## src/rtl/instr_sequencer.sv

```systemverilog
// Fetch/decode/execute controller: owns the PC, drives RAM fetches,
// evaluates condition codes and sequences write-back and load/store.
module instr_sequencer #(
  parameter int         PC_WIDTH    = 8,
  parameter logic [3:0] OP_LDR      = 4'b1000,
  parameter logic [3:0] OP_STR      = 4'b1001,
  parameter logic [3:0] OP_B        = 4'b1010,
  parameter logic [3:0] OP_HALT     = 4'b1111,
  parameter int         MEM_TIMEOUT = 15
) (
  input  logic                Clk,
  input  logic                Reset,
  input  logic                Start,
  output logic                Ram_Enable,
  output logic                Ram_RW,
  output logic [15:0]         Ram_Address,
  input  logic [31:0]         Ram_Data,
  output logic [31:0]         Instr,
  input  logic [3:0]          New_Flag,
  output logic [3:0]          Flag,
  output logic                Reg_Write,
  output logic                Mem_Req,
  input  logic                Mem_Ready,
  output logic [PC_WIDTH-1:0] Pc,
  output logic [15:0]         Instr_Count,
  output logic                Halted,
  output logic                Error
);

  localparam int TW = $clog2(MEM_TIMEOUT + 1);

  typedef enum logic [2:0] {
    S_IDLE,
    S_FETCH,
    S_DECODE,
    S_EXEC,
    S_MEM,
    S_WB,
    S_HALT
  } state_t;

  state_t              r_state;
  state_t              w_next;
  logic [31:0]         r_instr;
  logic [3:0]          r_flag;
  logic [PC_WIDTH-1:0] r_pc;
  logic [15:0]         r_cnt;
  logic [TW-1:0]       r_tmo;
  logic                r_err;

  logic                w_cond;
  logic [3:0]          w_op;
  logic [PC_WIDTH-1:0] w_off;
  logic                w_n, w_z, w_c, w_v;
  logic                w_latch, w_adv, w_br;
  logic                w_flag_we, w_tmo_clr, w_err_set;
  logic                w_alu_op;

  assign w_op  = r_instr[27:24];
  assign w_off = PC_WIDTH'($signed(r_instr[10:3]));
  assign {w_n, w_z, w_c, w_v} = r_flag;
  assign w_alu_op = (w_op != OP_LDR) && (w_op != OP_STR) &&
                    (w_op != OP_B);

  always_comb begin
    w_cond = 1'b0;
    unique case (r_instr[31:28])
      4'h0: w_cond = w_z;
      4'h1: w_cond = !w_z;
      4'h2: w_cond = w_c;
      4'h3: w_cond = !w_c;
      4'h4: w_cond = w_n;
      4'h5: w_cond = !w_n;
      4'h6: w_cond = w_v;
      4'h7: w_cond = !w_v;
      4'h8: w_cond = w_c && !w_z;
      4'h9: w_cond = !w_c || w_z;
      4'hA: w_cond = (w_n == w_v);
      4'hB: w_cond = (w_n != w_v);
      4'hC: w_cond = !w_z && (w_n == w_v);
      4'hD: w_cond = w_z || (w_n != w_v);
      4'hE: w_cond = 1'b1;
      4'hF: w_cond = 1'b0;
    endcase
  end

  always_comb begin
    w_next    = r_state;
    w_latch   = 1'b0;
    w_adv     = 1'b0;
    w_br      = 1'b0;
    w_flag_we = 1'b0;
    w_tmo_clr = 1'b0;
    w_err_set = 1'b0;
    unique case (r_state)
      S_IDLE: if (Start) w_next = S_FETCH;
      S_FETCH: begin
        w_latch = 1'b1;
        w_next  = S_DECODE;
      end
      S_DECODE: begin
        if (!w_cond) begin
          w_adv  = 1'b1;
          w_next = S_FETCH;
        end else if (w_op == OP_HALT) begin
          w_next = S_HALT;
        end else begin
          w_next = S_EXEC;
        end
      end
      S_EXEC: begin
        w_flag_we = r_instr[23];
        if (w_op == OP_B) begin
          w_br   = 1'b1;
          w_next = S_FETCH;
        end else if (!w_alu_op) begin
          w_tmo_clr = 1'b1;
          w_next    = S_MEM;
        end else begin
          w_adv  = 1'b1;
          w_next = S_FETCH;
        end
      end
      S_MEM: begin
        // Ready takes priority over a timeout expiring in the same cycle
        if (Mem_Ready) begin
          if (w_op == OP_LDR) begin
            w_next = S_WB;
          end else begin
            w_adv  = 1'b1;
            w_next = S_FETCH;
          end
        end else if (r_tmo == TW'(MEM_TIMEOUT - 1)) begin
          w_err_set = 1'b1;
          w_next    = S_HALT;
        end
      end
      S_WB: begin
        w_adv  = 1'b1;
        w_next = S_FETCH;
      end
      S_HALT: w_next = S_HALT;
      default: w_next = S_IDLE;
    endcase
  end

  always_ff @(posedge Clk or negedge Reset) begin
    if (!Reset) begin
      r_state <= S_IDLE;
      r_instr <= '0;
      r_flag  <= '0;
      r_pc    <= '0;
      r_cnt   <= '0;
      r_tmo   <= '0;
      r_err   <= 1'b0;
    end else begin
      r_state <= w_next;
      if (w_latch)   r_instr <= Ram_Data;
      if (w_flag_we) r_flag  <= New_Flag;
      if (w_adv)     r_pc    <= r_pc + PC_WIDTH'(1);
      else if (w_br) r_pc    <= r_pc + w_off;
      if (w_adv || w_br) r_cnt <= r_cnt + 16'd1;
      if (w_tmo_clr)
        r_tmo <= '0;
      else if (r_state == S_MEM)
        r_tmo <= r_tmo + TW'(1);
      if (w_err_set) r_err <= 1'b1;
    end
  end

  assign Ram_Enable  = (r_state == S_FETCH);
  assign Ram_RW      = 1'b1;
  assign Ram_Address = 16'(r_pc);
  assign Instr       = r_instr;
  assign Flag        = r_flag;
  assign Reg_Write   = ((r_state == S_EXEC) && w_alu_op) ||
                       (r_state == S_WB);
  assign Mem_Req     = (r_state == S_MEM);
  assign Pc          = r_pc;
  assign Instr_Count = r_cnt;
  assign Halted      = (r_state == S_HALT);
  assign Error       = r_err;

endmodule

```

## config.mk

```make
export PLATFORM = sky130hd
export DESIGN_NAME = instr_sequencer
export DESIGN_NICKNAME = d
export VERILOG_FILES = /design/src/rtl/instr_sequencer.sv
export SDC_FILE = /design/constraint.sdc
export NUM_CORES = 1
export LEC_CHECK = 0
export ABC_AREA = 1
export CORE_MARGIN = 5
export CORE_UTILIZATION = 30
export CTS_CLUSTER_DIAMETER = 120
export DETAILED_ROUTE_END_ITERATION = 7
export SLEW_MARGIN = 15
export SYNTH_ARGS = -nofsm -noshare
export SYNTH_HDL_FRONTEND = slang
export SYNTH_SLANG_ARGS = --single-unit
```

## constraint.sdc

```tcl
create_clock -name Clk -period 3.4 [get_ports Clk]
set_input_delay 0.68 -clock Clk [delete_from_list [all_inputs] [get_ports Clk]]
set_output_delay 0.68 -clock Clk [all_outputs]
set_load 0.02 [all_outputs]
```

==> results by group <==
Outcome
  – Outcome: finished clean

Route
  – Avg Vias per Cell: approximately 4.6
  – Post-Route WL: 9600 microns
  – DR iter-0 viols: 170
  – Drt first pass iters: 4
  – Remaining DRCs: 0
  – Vias: 3255
  – Final ANT Viol Nets: 0
  – WL per Instance: 13.5 microns

STA
  – Clk_skew: 0.00539 ns
  – Max-slew violations: 0
  – Period utilization: 0.901
  – Fmax achieved: around 330 MHz
  – RSZ-0062 raised after global routing: no
  – Fin Setup TNS: 0 ns
  – Setup ws final: 0.337 ns
  – Setup Viol. Count Final: 0
  – Hold slack: slightly above 0.3 ns
  – Hold Vio Cnt, Final: 0
  – Tmin final: ~3.1 ns

Floorplan
  – Initial Util: 0.306
  – Die span in y: 121 microns
  – Rows: 40
  – IO Count: 122
  – Die ar.: approximately 15000 sq um
  – Area of the core: 12000 sq um
  – Die X: 121 microns

Setup path
  – Critical Path Sink: Pc[6]
  – Crit path DAT: between 3 and 4 ns
  – Worst reg2reg endpoint: Pc[6]
  – Crit path cell chain: inv_2, nor3_4, inv_2, o31ai_4, nor2_2, a21boi_2, inv_1, or2_1, ha_1, inv_1, fa_1, o21ai_0, a21oi_1, nor2_1, nor2_1, xor2_1, o21ai_1
  – Critical path launch point type: flip-flop
  – WS Path Type: reg2reg
  – Slowest CP cell: dfrtp_2
  – Reg-to-reg critical path startpoint: r_state[0]
  – Critical Path End Type: flip-flop
  – Reg2Reg Setup Slack: 0.34 ns
  – Worst Path Max Fanout: 6
  – Worst R2R Path Depth: 17
  – CP peak stage delay: ~0.43 ns
  – Worst Path Required: between 3 and 4 ns
  – Worst setup path start: r_state[0]

Clock network
  – CTS tree: yes
  – Clock Latency Late Sink: 0.33 ns
  – Sink Count: 68
  – Setup bufs post-CTS: 0
  – CTS Buf Count: 9
  – # H-tree levels: 3
  – Reg clk slew, reported paths: roughly 0.06 ns
  – CTS root buf: clkbuf_16
  – CTS Buffer Depth: 2

Layout
  – Final nets: 610
  – Finished Core Util: 0.433
  – Share of cells above drive strength 1: 0.0833
  – Fillers: 1175
  – Most frequent cells in the layout: nand2_1, clkdlybuf4s50_1, dfrtp_1
  – ANT cells: 0
  – Final instance area: 5200 sq um
  – Post-route insts no fill: just over 700
  – Commonest non-fill, non-tap cell in the layout: nand2_1
  – Synthesis-to-finish area growth: 41.5%

Power
  – Pleak: 2.46 nW
  – PwrDens: around 1100 nW/um^2
  – Peak VDD IR: 453 uV
  – Overall power: 5.71 mW

Placement
  – Cell area after placement: 4880 sq um
  – Post-place setup slack: between 0.1 and 0.15 ns
  – HPWL after DPL: about 7300 microns
  – DP Cell Count: 695
  – Buffers on Ports: 112
  – Routability cong.: between 0.8 and 0.9

Synth
  – Cell Area, Synth: roughly 3700 sq um
  – Syn avg cell area: 8.22 sq um
  – Seq/Total Area, Yosys: 0.463
  – Mux cell area share after synthesis: 0.00613
  – Synth Area in Adders: 0.0395
  – Simple-gate share of the synthesized area: 0.257
  – Cell count after synthesis: 447
  – Post-synthesis compound-gate area fraction: 0.0794
  – Synth warn: 0
  – Synthesized flop and latch total: 68
  – Xor/xnor share of the synthesized area: 0.0497
  – Post-synthesis cell type count: 40
  – Largest family of logic cells by synthesized area: simple AND/OR/NAND/NOR gates

Global route
  – Pin count of the biggest net entering global routing: 42
  – Overall Global Routing Usage: 0.136
  – Vias in the first global route: 3330
  – Overflow after GRT: 0
  – Initial antenna violation count: 0
  – Global-route wire length before repair: 16000 microns

Job
  – Max_cap viols: 0

Min path
  – Hold Crit Class: in2async
==> flip-flops by register name (all words and copies together) (netlist names) <==
signal and cells:
Pc 8, Instr 32, Flag 4, r_tmo 4, r_state 3, Instr_Count 16, Error 1
==> critical path, delay by kind of cell, from the launching register on <==
family | cells | cell delay (ns)
AOI/OAI and AO/OA | 5 | 0.97
xor gates and xnor gates | 1 | 0.13
adders and majority gates | 2 | 0.56
buffers and inverters | 4 | 0.30
DFF | 1 | 0.43
and+or+nand+nor | 5 | 0.60
==> synthesized netlist by cell type (all sizes together) <==
cell	instances	area, sq um
nand3	21	118
dfrtp	68	1700
nand4	4	25.0
a21oi	11	55.1
fa	1	20.0
o31ai	1	21.3
ha	10	125
inv	50	188
o221ai	1	8.76
mux2	2	22.5
a21boi	1	11.3
clkbuf	5	18.8
nor4	6	37.5
or2	2	12.5
nor3	9	72.6
nand2	153	587
o21a	1	7.51
xor2	12	105
a31oi	1	6.26
xnor2	8	77.6
o22ai	1	6.26
nor2	23	93.8
o21ai	27	135
buf	22	170
a41oi	1	8.76
a221oi	1	8.76
conb	2	7.51
o21bai	1	7.51
o211ai	2	15.0
==> report_power, final <==
group	switching, mW	internal, mW
Sequential	0.353	1.17
Clock	0.337	0.658
Combinational	1.84	1.34
==> metal layers <==
metal  global-route usage  routed length, microns  vias up
li1                     -                       -     1615
met3               0.0426                     586       15
met2                0.214                    4520       97
met5                    0                       0        -
met1                0.175                    4340     1528
met4               0.0545                     155        0
==> timing repair <==
item	4_1_cts	5_1_grt
hold buffers	0	0
gates resized for setup	0	1
setup endpoints to repair	0	1
==> cells by family after synthesis <==
group	count (synthesis)
other cells	2
simple gates	218
fa+ha+maj	11
mux	2
xor+xnor	20
flops	68
compound gates	49
buf+inv	77
==> how the worst min path moves through the flow <==
stage	startpoint	endpoint	slack (ns)	cells past startpoint
final	Reset	Instr_Count[11]	0.31	1
after global routing	Reset	Instr_Count[8]	0.34	1
after CTS	Reset	Instr_Count[9]	0.32	1
after detailed placement	r_tmo[3]	r_tmo[3]	0.46	1
after global placement	r_tmo[3]	r_tmo[3]	0.45	1
after floorplan	Reset	Error	0.38	0
==> layout make-up <==
class | instances | area [sq um] | share of cell area
Inverter | 50 | 188 | 0.0361
Tap cell | 147 | 184 | 0.0354
Timing Repair Buffer | 121 | 1180 | 0.228
Sequential cell | 68 | 1700 | 0.328
Clock inverter | 5 | 75.1 | 0.0144
Multi-Input combinational cell | 309 | 1620 | 0.312
Clock buffer | 11 | 243 | 0.0467
No activity file was read; power rests on OpenSTA's default activity.
